**src/rtl/counts_display_driver.sv**
```systemverilog
// Binary-to-BCD double-dabble converter driving a multiplexed
// common-anode 7-segment display with leading-zero blanking.
module counts_display_driver #(
    parameter int width     = 8,
    parameter int digits    = 3,
    parameter int clk_freq  = 7_000_000,
    parameter int scan_freq = 1000
) (
    input  logic                  clk,
    input  logic                  reset,
    input  logic [width-1:0]      counts,
    output logic [digits-1:0]     an,
    output logic [6:0]            seg,
    output logic [4*digits-1:0]   bcd,
    output logic                  busy
);

    localparam int scan_div = clk_freq / scan_freq;
    localparam int bw       = 4 * digits;
    localparam int cnt_w    = $clog2(width + 1);
    localparam int pre_w    = $clog2(scan_div);
    localparam int dig_w    = (digits > 1) ? $clog2(digits) : 1;

    typedef enum logic [1:0] {IDLE, SHIFT, DONE} state_t;

    state_t            state;
    logic [width-1:0]  shift_reg;
    logic [width-1:0]  latched;
    logic [width-1:0]  last_val;
    logic [bw-1:0]     scratch;
    logic [bw-1:0]     adjusted;
    logic [cnt_w-1:0]  bit_cnt;
    logic [pre_w-1:0]  prescale;
    logic [dig_w-1:0]  d;
    logic [digits-1:0] blank;
    logic              zero_run;
    logic [3:0]        nibble;
    logic [6:0]        pattern;

    always_comb begin
        adjusted = scratch;
        for (int i = 0; i < digits; i++) begin
            if (scratch[4*i +: 4] >= 4'd5)
                adjusted[4*i +: 4] = scratch[4*i +: 4] + 4'd3;
        end
    end

    // A digit is blank when it and everything above it is zero.
    always_comb begin
        blank    = '0;
        zero_run = 1'b1;
        for (int i = digits - 1; i >= 0; i--) begin
            zero_run = zero_run & (bcd[4*i +: 4] == 4'd0);
            blank[i] = (i != 0) && zero_run;
        end
    end

    always_comb begin
        nibble = bcd[4*int'(d) +: 4];
        case (nibble)
            4'd0:    pattern = 7'b1000000;
            4'd1:    pattern = 7'b1111001;
            4'd2:    pattern = 7'b0100100;
            4'd3:    pattern = 7'b0110000;
            4'd4:    pattern = 7'b0011001;
            4'd5:    pattern = 7'b0010010;
            4'd6:    pattern = 7'b0000010;
            4'd7:    pattern = 7'b1111000;
            4'd8:    pattern = 7'b0000000;
            4'd9:    pattern = 7'b0010000;
            default: pattern = 7'b1111111;
        endcase
    end

    always_ff @(posedge clk) begin
        if (reset) begin
            state     <= IDLE;
            busy      <= 1'b0;
            bcd       <= '0;
            last_val  <= '0;
            latched   <= '0;
            shift_reg <= '0;
            scratch   <= '0;
            bit_cnt   <= '0;
        end else begin
            unique case (state)
                IDLE: begin
                    if (counts != last_val) begin
                        latched   <= counts;
                        shift_reg <= counts;
                        scratch   <= '0;
                        bit_cnt   <= '0;
                        busy      <= 1'b1;
                        state     <= SHIFT;
                    end
                end
                SHIFT: begin
                    {scratch, shift_reg} <= {adjusted, shift_reg} << 1;
                    bit_cnt <= bit_cnt + cnt_w'(1);
                    if (bit_cnt == cnt_w'(width - 1))
                        state <= DONE;
                end
                DONE: begin
                    bcd      <= scratch;
                    last_val <= latched;
                    busy     <= 1'b0;
                    state    <= IDLE;
                end
                default: state <= IDLE;
            endcase
        end
    end

    always_ff @(posedge clk) begin
        if (reset) begin
            prescale <= '0;
            d        <= '0;
            an       <= ~digits'(1);
            seg      <= 7'b1000000;
        end else begin
            if (prescale == pre_w'(scan_div - 1)) begin
                prescale <= '0;
                d <= (d == dig_w'(digits - 1)) ? '0 : d + dig_w'(1);
            end else begin
                prescale <= prescale + pre_w'(1);
            end
            an  <= ~(digits'(1) << d);
            seg <= blank[d] ? 7'b1111111 : pattern;
        end
    end

endmodule

```
**config.mk**
```make
export PLATFORM = sky130hd
export DESIGN_NAME = counts_display_driver
export DESIGN_NICKNAME = d
export VERILOG_FILES = /design/src/rtl/counts_display_driver.sv
export SDC_FILE = /design/constraint.sdc
export NUM_CORES = 1
export LEC_CHECK = 0
export ABC_AREA = 1
export CAP_MARGIN = 20
export CORE_ASPECT_RATIO = 1.2
export CORE_UTILIZATION = 52
export DETAILED_ROUTE_END_ITERATION = 6
export HOLD_SLACK_MARGIN = 0.06
export MAX_ROUTING_LAYER = met4
export PLACE_DENSITY = 0.76
export SYNTH_ARGS = -nofsm -noshare
export SYNTH_HDL_FRONTEND = slang
export SYNTH_SLANG_ARGS = --single-unit
```
**constraint.sdc**
```tcl
create_clock -name clk -period 1.74 [get_ports clk]
set_clock_uncertainty 0.15 [all_clocks]
set_input_delay 0.261 -clock clk [delete_from_list [all_inputs] [get_ports clk]]
set_output_delay 0.261 -clock clk [all_outputs]
set_load 0.02 [all_outputs]
```
# Word level (Yosys, flattened, before mapping)
# Memory sizes are Yosys's and may differ from the RTL's.
# Cells that the tools add are included.
# word_totals
out_inout_bits	23
n_memories	1
wordCells	65
in_bits	10
rom_bits	112
register_bits	80
# op_classes
mux	18
n_bitwise	2
eq_ne	8
n_shift	2
order_cmp	4
add_sub_neg	6
reduce_logical	11
# memory_table
memory	words	width	rd	rd_ports_with_merged_regs	write_ports	line_no	rtl
(no name shown)	16	7	1	0	0	60	case (nibble)
# ops
op	n
12-bit case mux with 2 select lines	1
8-bit case mux with 2 select lines	1
13-bit by 1-bit adder with 13-bit output, second input constant	1
13-bit equality test, second input constant	1
4-bit by 3-bit >= comparator with 1-bit output, second input constant	3
12-bit 2-to-1 mux	1
4-bit 2-to-1 mux	3
12-bit by 5-bit indexed part select with 4-bit output	1
4-bit by 2-bit adder with 4-bit output, second input constant	2
4-bit logical NOT	2
8-bit 2-to-1 mux	1
8-bit inequality test	1
4-bit case mux with 2 select lines	1
2-bit AND reduction	4
2-bit 2-to-1 mux	3
6-bit 2-to-1 mux	1
4-bit by 1-bit adder with 4-bit output, second input constant	1
2-bit equality test, second input constant	2
4-bit by 3-bit equality test with 1-bit output, second input constant	1
2-bit inequality test, second input constant	2
2-bit case mux with 2 select lines	1
2-bit nonzero test	2
2-bit OR reduction	2
3-bit by 2-bit adder with 3-bit output, second input constant	1
11 further kinds	12

# Depth between registers and ports, before layout
# depth
word_depth	5
depth_mapped	12
mapped_depth_nobuf	12

# Least setup slack after synthesis
# OpenSTA, ideal clock, no wires.
# synth_timing
path_kind	register to register
startpoint	reg bcd[4]
endpoint	reg seg[1]
stages_incl_launch_ff	9
required_ps	1480
path_buffers	0
arrival_ps	1464
setup_ps	110
synth_period_minus_slack_ps	1724
path_slack_ps	16
path_cell_list	dfxtp_1 > inv_1 > o211ai_1 > inv_1 > ha_1 > nand3_1 > nand3_1 > nand2_1 > inv_1
# synth_between
elab_chain_len	5
elab_cells_between_ends	7
classes_between	shift: 1; mux: 3; bitwise: 1; reduce/logical: 1; memory: 1
# synth_rtl
item	line_no	rtl
start: declaration	14	output logic [4*digits-1:0] bcd,
start signal: assignment	104	bcd <= scratch;
parallel branches: the longest is 4 deep, another holds memory 16 x 7 bit	n/a	
6-bit 2-to-1 mux (*)	128	seg <= blank[d] ? 7'b1111111 : pattern;
end signal: assignment	128	
end: declaration	13	output logic [6:0] seg,
# Mark *: on every way between the ends. The select of a mux whose other input is x is not followed.
# A chain may end at the register's enable or synchronous reset.

# Worst setup path after layout
# layout_timing
startpoint	reg d[1]
endpoint	reg seg[2]
# layout_between
elab_chain_len	3
elab_cells_between_ends	5
classes_between	shift: 1; mux: 3; memory: 1
# layout_rtl
item	line_no	rtl
start: declaration	34	logic [dig_w-1:0] d;
start signal: assignment	123	d <= (d == dig_w'(digits - 1)) ? '0 : d + dig_w'(1);
12-bit by 5-bit indexed part select with 4-bit output or 1-bit binary-select mux with 2-bit select (tied branches)	59, 128	
memory 16 x 7 bit or 1-bit 2-to-1 mux (tied branches)	n/a	
6-bit 2-to-1 mux (*)	128	
# Every way passes the cells marked *; elsewhere a longest branch is shown, timed or not. The select of a mux whose other input is x is not followed.

==> out/qor.yml <==
critical_path:
  cp_cell_sequence: "inv_4 -> nand2_4 -> o211ai_1 -> inv_1 -> buf_6 -> ha_2 -> nand2_1 -> nor2_1 -> o21ai_1 -> inv_1"
  startpoint_type: "flip-flop"
  critPathMostFrequentCell: "inv_1"
  crit_required_ps: 1850
  slowest_delay_ps: 370
  cp-end-kind: "flip-flop"
  critical_path_class: "flip-flop to flip-flop"
  cp_data_arrival_time_ps: 1970
  cp_slowest_cell: "dfxtp_4"
  crit_path_max_fanout: 4
power:
  vdd_drop_max_uv: 532
  leakage_nw: 2.03
  power_density_nw_per_um2: 787
placement:
  gp_congestion: 0.939
  numPlacedInstances: 647
  numPortBuffers: 32
  dp_hpwl_mm: 5.76
finish:
  layout-drive-gt1-share: 0.183
  n_antenna_cell: 0
  final_common_cell: "nand2_1"
  instances_no_fill: 672
  largest_reg_flops: 13
  layout_common_cells: "nand2_1, dfxtp_1, a21oi_1"
  num-nets-final: 605
  regMostFlops: "prescale"
  top_regs: "prescale x13, bcd x12, scratch x12"
  area_growth_syn_to_layout_pct: 28.6
routing:
  postRouteWirelength_mm: 8.70
  drt_iter0_drc: 205
  via_per_inst: 5.31
  ant_nets: 0
  drc: 0
  wl_per_cell_um: 12.9
  vias: 3565
  firstDrtPassIters: 4
timing:
  whs_ps: 298
  finalCritPeriodShare: 1.07
  slew_viol_final: 0
  rsz0062_at_grt: "yes"
  hold_viol_final: 0
  finalSetupViolCount: 7
  worst_pin_slew_ps: 412
  timing.final.ws_setup_ps: -124
  fin_crit_ps: 1860
  fmax_mhz: 536
  max-slew-margin-rel: 0.723
run_status:
  failed_checks: "negative setup slack"
  run_status: "finished with violations"
die:
  start_util: 0.540
  die_w_um: 79.2
  row_count: 33
  ioPinCount: 33
  dieArea_um2: 7500
  die_h_um: 94.7
  coreArea_um2: 6900
logic_synthesis:
  ys_types: 28
  ys_seq_area_frac: 0.430
  syn_inst: 511
  syn-num-nets: 534
  syn_area_um2: 3720
  synth.avg_cell_area_um2: 7.28
  yosysWarnings: 0
  ys_seq_elements: 80
clock_network:
  clock_sinks: 80
  cts-root-buf: "clkbuf_8"
  tritoncts: "done"
  cts_buffer_depth: 2
  clkTransAtPathRegs_ps: 80
  htree_levels: 3
  insertion_delay_ps: 360
  cts_made_buffers: 9
  hold_buffers: 0
min_path:
  hp-class: "flip-flop to flip-flop"
global_routing:
  grt_pass1_wl_mm: 14.5
  grt_max_degree: 35
  antenna_found_initial: 0
  overflow: 0
  grt_usage: 0.252
  grt_pass1_vias: 3306
run:
  max-cap-violations: 0
-- cells by family after synthesis --
logic type / share of synthesized area
xor gates and xnor gates: 0.0259
AOI/OAI and AO/OA: 0.143
buffers and inverters: 0.0901
DFF: 0.430
and+or+nand+nor: 0.267
adders and majority gates: 0.0437
-- per-stage QoR --
step | cell area, µm² | TNS (ps) | worst slack [ps] | utilization | total power, W
3_3_place_gp | 4350 | -3060 | -111 | 0.631 | 0.00221
4_1_cts | 4640 | -109 | -43.4 | 0.673 | 0.00379
6_report | 4790 | -585 | -124 | 0.694 | 0.00377
3_5_place_dp | 4350 | -4200 | -171 | 0.631 | 0.00222
2_1_floorplan | 3720 | 0 | 15.9 | - | 0.00210
5_1_grt | 4790 | -1140 | -191 | 0.694 | 0.00390
-- report_power, final --
part | switching [W] | total [W] | internal (W)
combinational | 0.000162 | 0.000285 | 0.000124
sequential | 0.0000240 | 0.00189 | 0.00187
clock | 0.000653 | 0.00159 | 0.000936
-- critical path, delay by kind of cell (launching register included) --
| kind | cells | cell delay (ps) |
|---|---|---|
| AO/OA/AOI/OAI | 2 | 490 |
| adder cells (fa/ha/maj) | 1 | 180 |
| buffers and inverters | 4 | 410 |
| flip-flops | 1 | 370 |
| AND/OR/NAND/NOR | 3 | 160 |
-- layout make-up --
type	instances	area, µm²
clock inverter	4	95.1
sequential	80	1610
multi-input combinational	350	1900
inverter	61	234
fill	530	2110
tap	87	109
clock buffer	10	128
timing repair buffer	80	708
-- per-layer routing --
layer  up-vias  GRT usage  wire length [µm]
met1      1665      0.284              3880
met4         0      0.138               241
met3        22     0.0329               256
met5         -          -                 0
li1       1801          -                 -
met2        77      0.432              4320
-- timing repair --
action,4_1_cts,5_1_grt
endpoints found under the setup margin,18,23
setup buffers,7,4
resized for setup,22,34
hold endpoints to repair,0,0
pin swaps,9,18
-- worst paths after layout --
path | from | end | slack (ps) | cells past startpoint
hold / removal | prescale[0]$_SDFF_PP0_ | prescale[0]$_SDFF_PP0_ | 300 | 1
setup reg to reg | d[1]$_SDFFE_PP0N_ | seg[2]$_SDFF_PP0_ | -120 | 10
setup / recovery | d[1]$_SDFFE_PP0N_ | seg[2]$_SDFF_PP0_ | -120 | 10
hold reg to reg | prescale[0]$_SDFF_PP0_ | prescale[0]$_SDFF_PP0_ | 300 | 1
-- Yosys cell counts (all sizes together) --
cell	instances	area (µm²)
nor2	45	176
or2	2	12.5
o211ai	1	7.51
dfxtp	80	1600
a21oi	61	305
xnor2	6	52.6
nor4	2	12.5
nand3b	1	7.51
xor2	5	43.8
nand2	106	447
nand3	51	255
inv	61	229
buf	8	61.3
ha	13	163
nand4	5	31.3
clkbuf	12	45.0
o21ai	44	220
nor3	8	51.3
(Power assumes the default switching activity.)
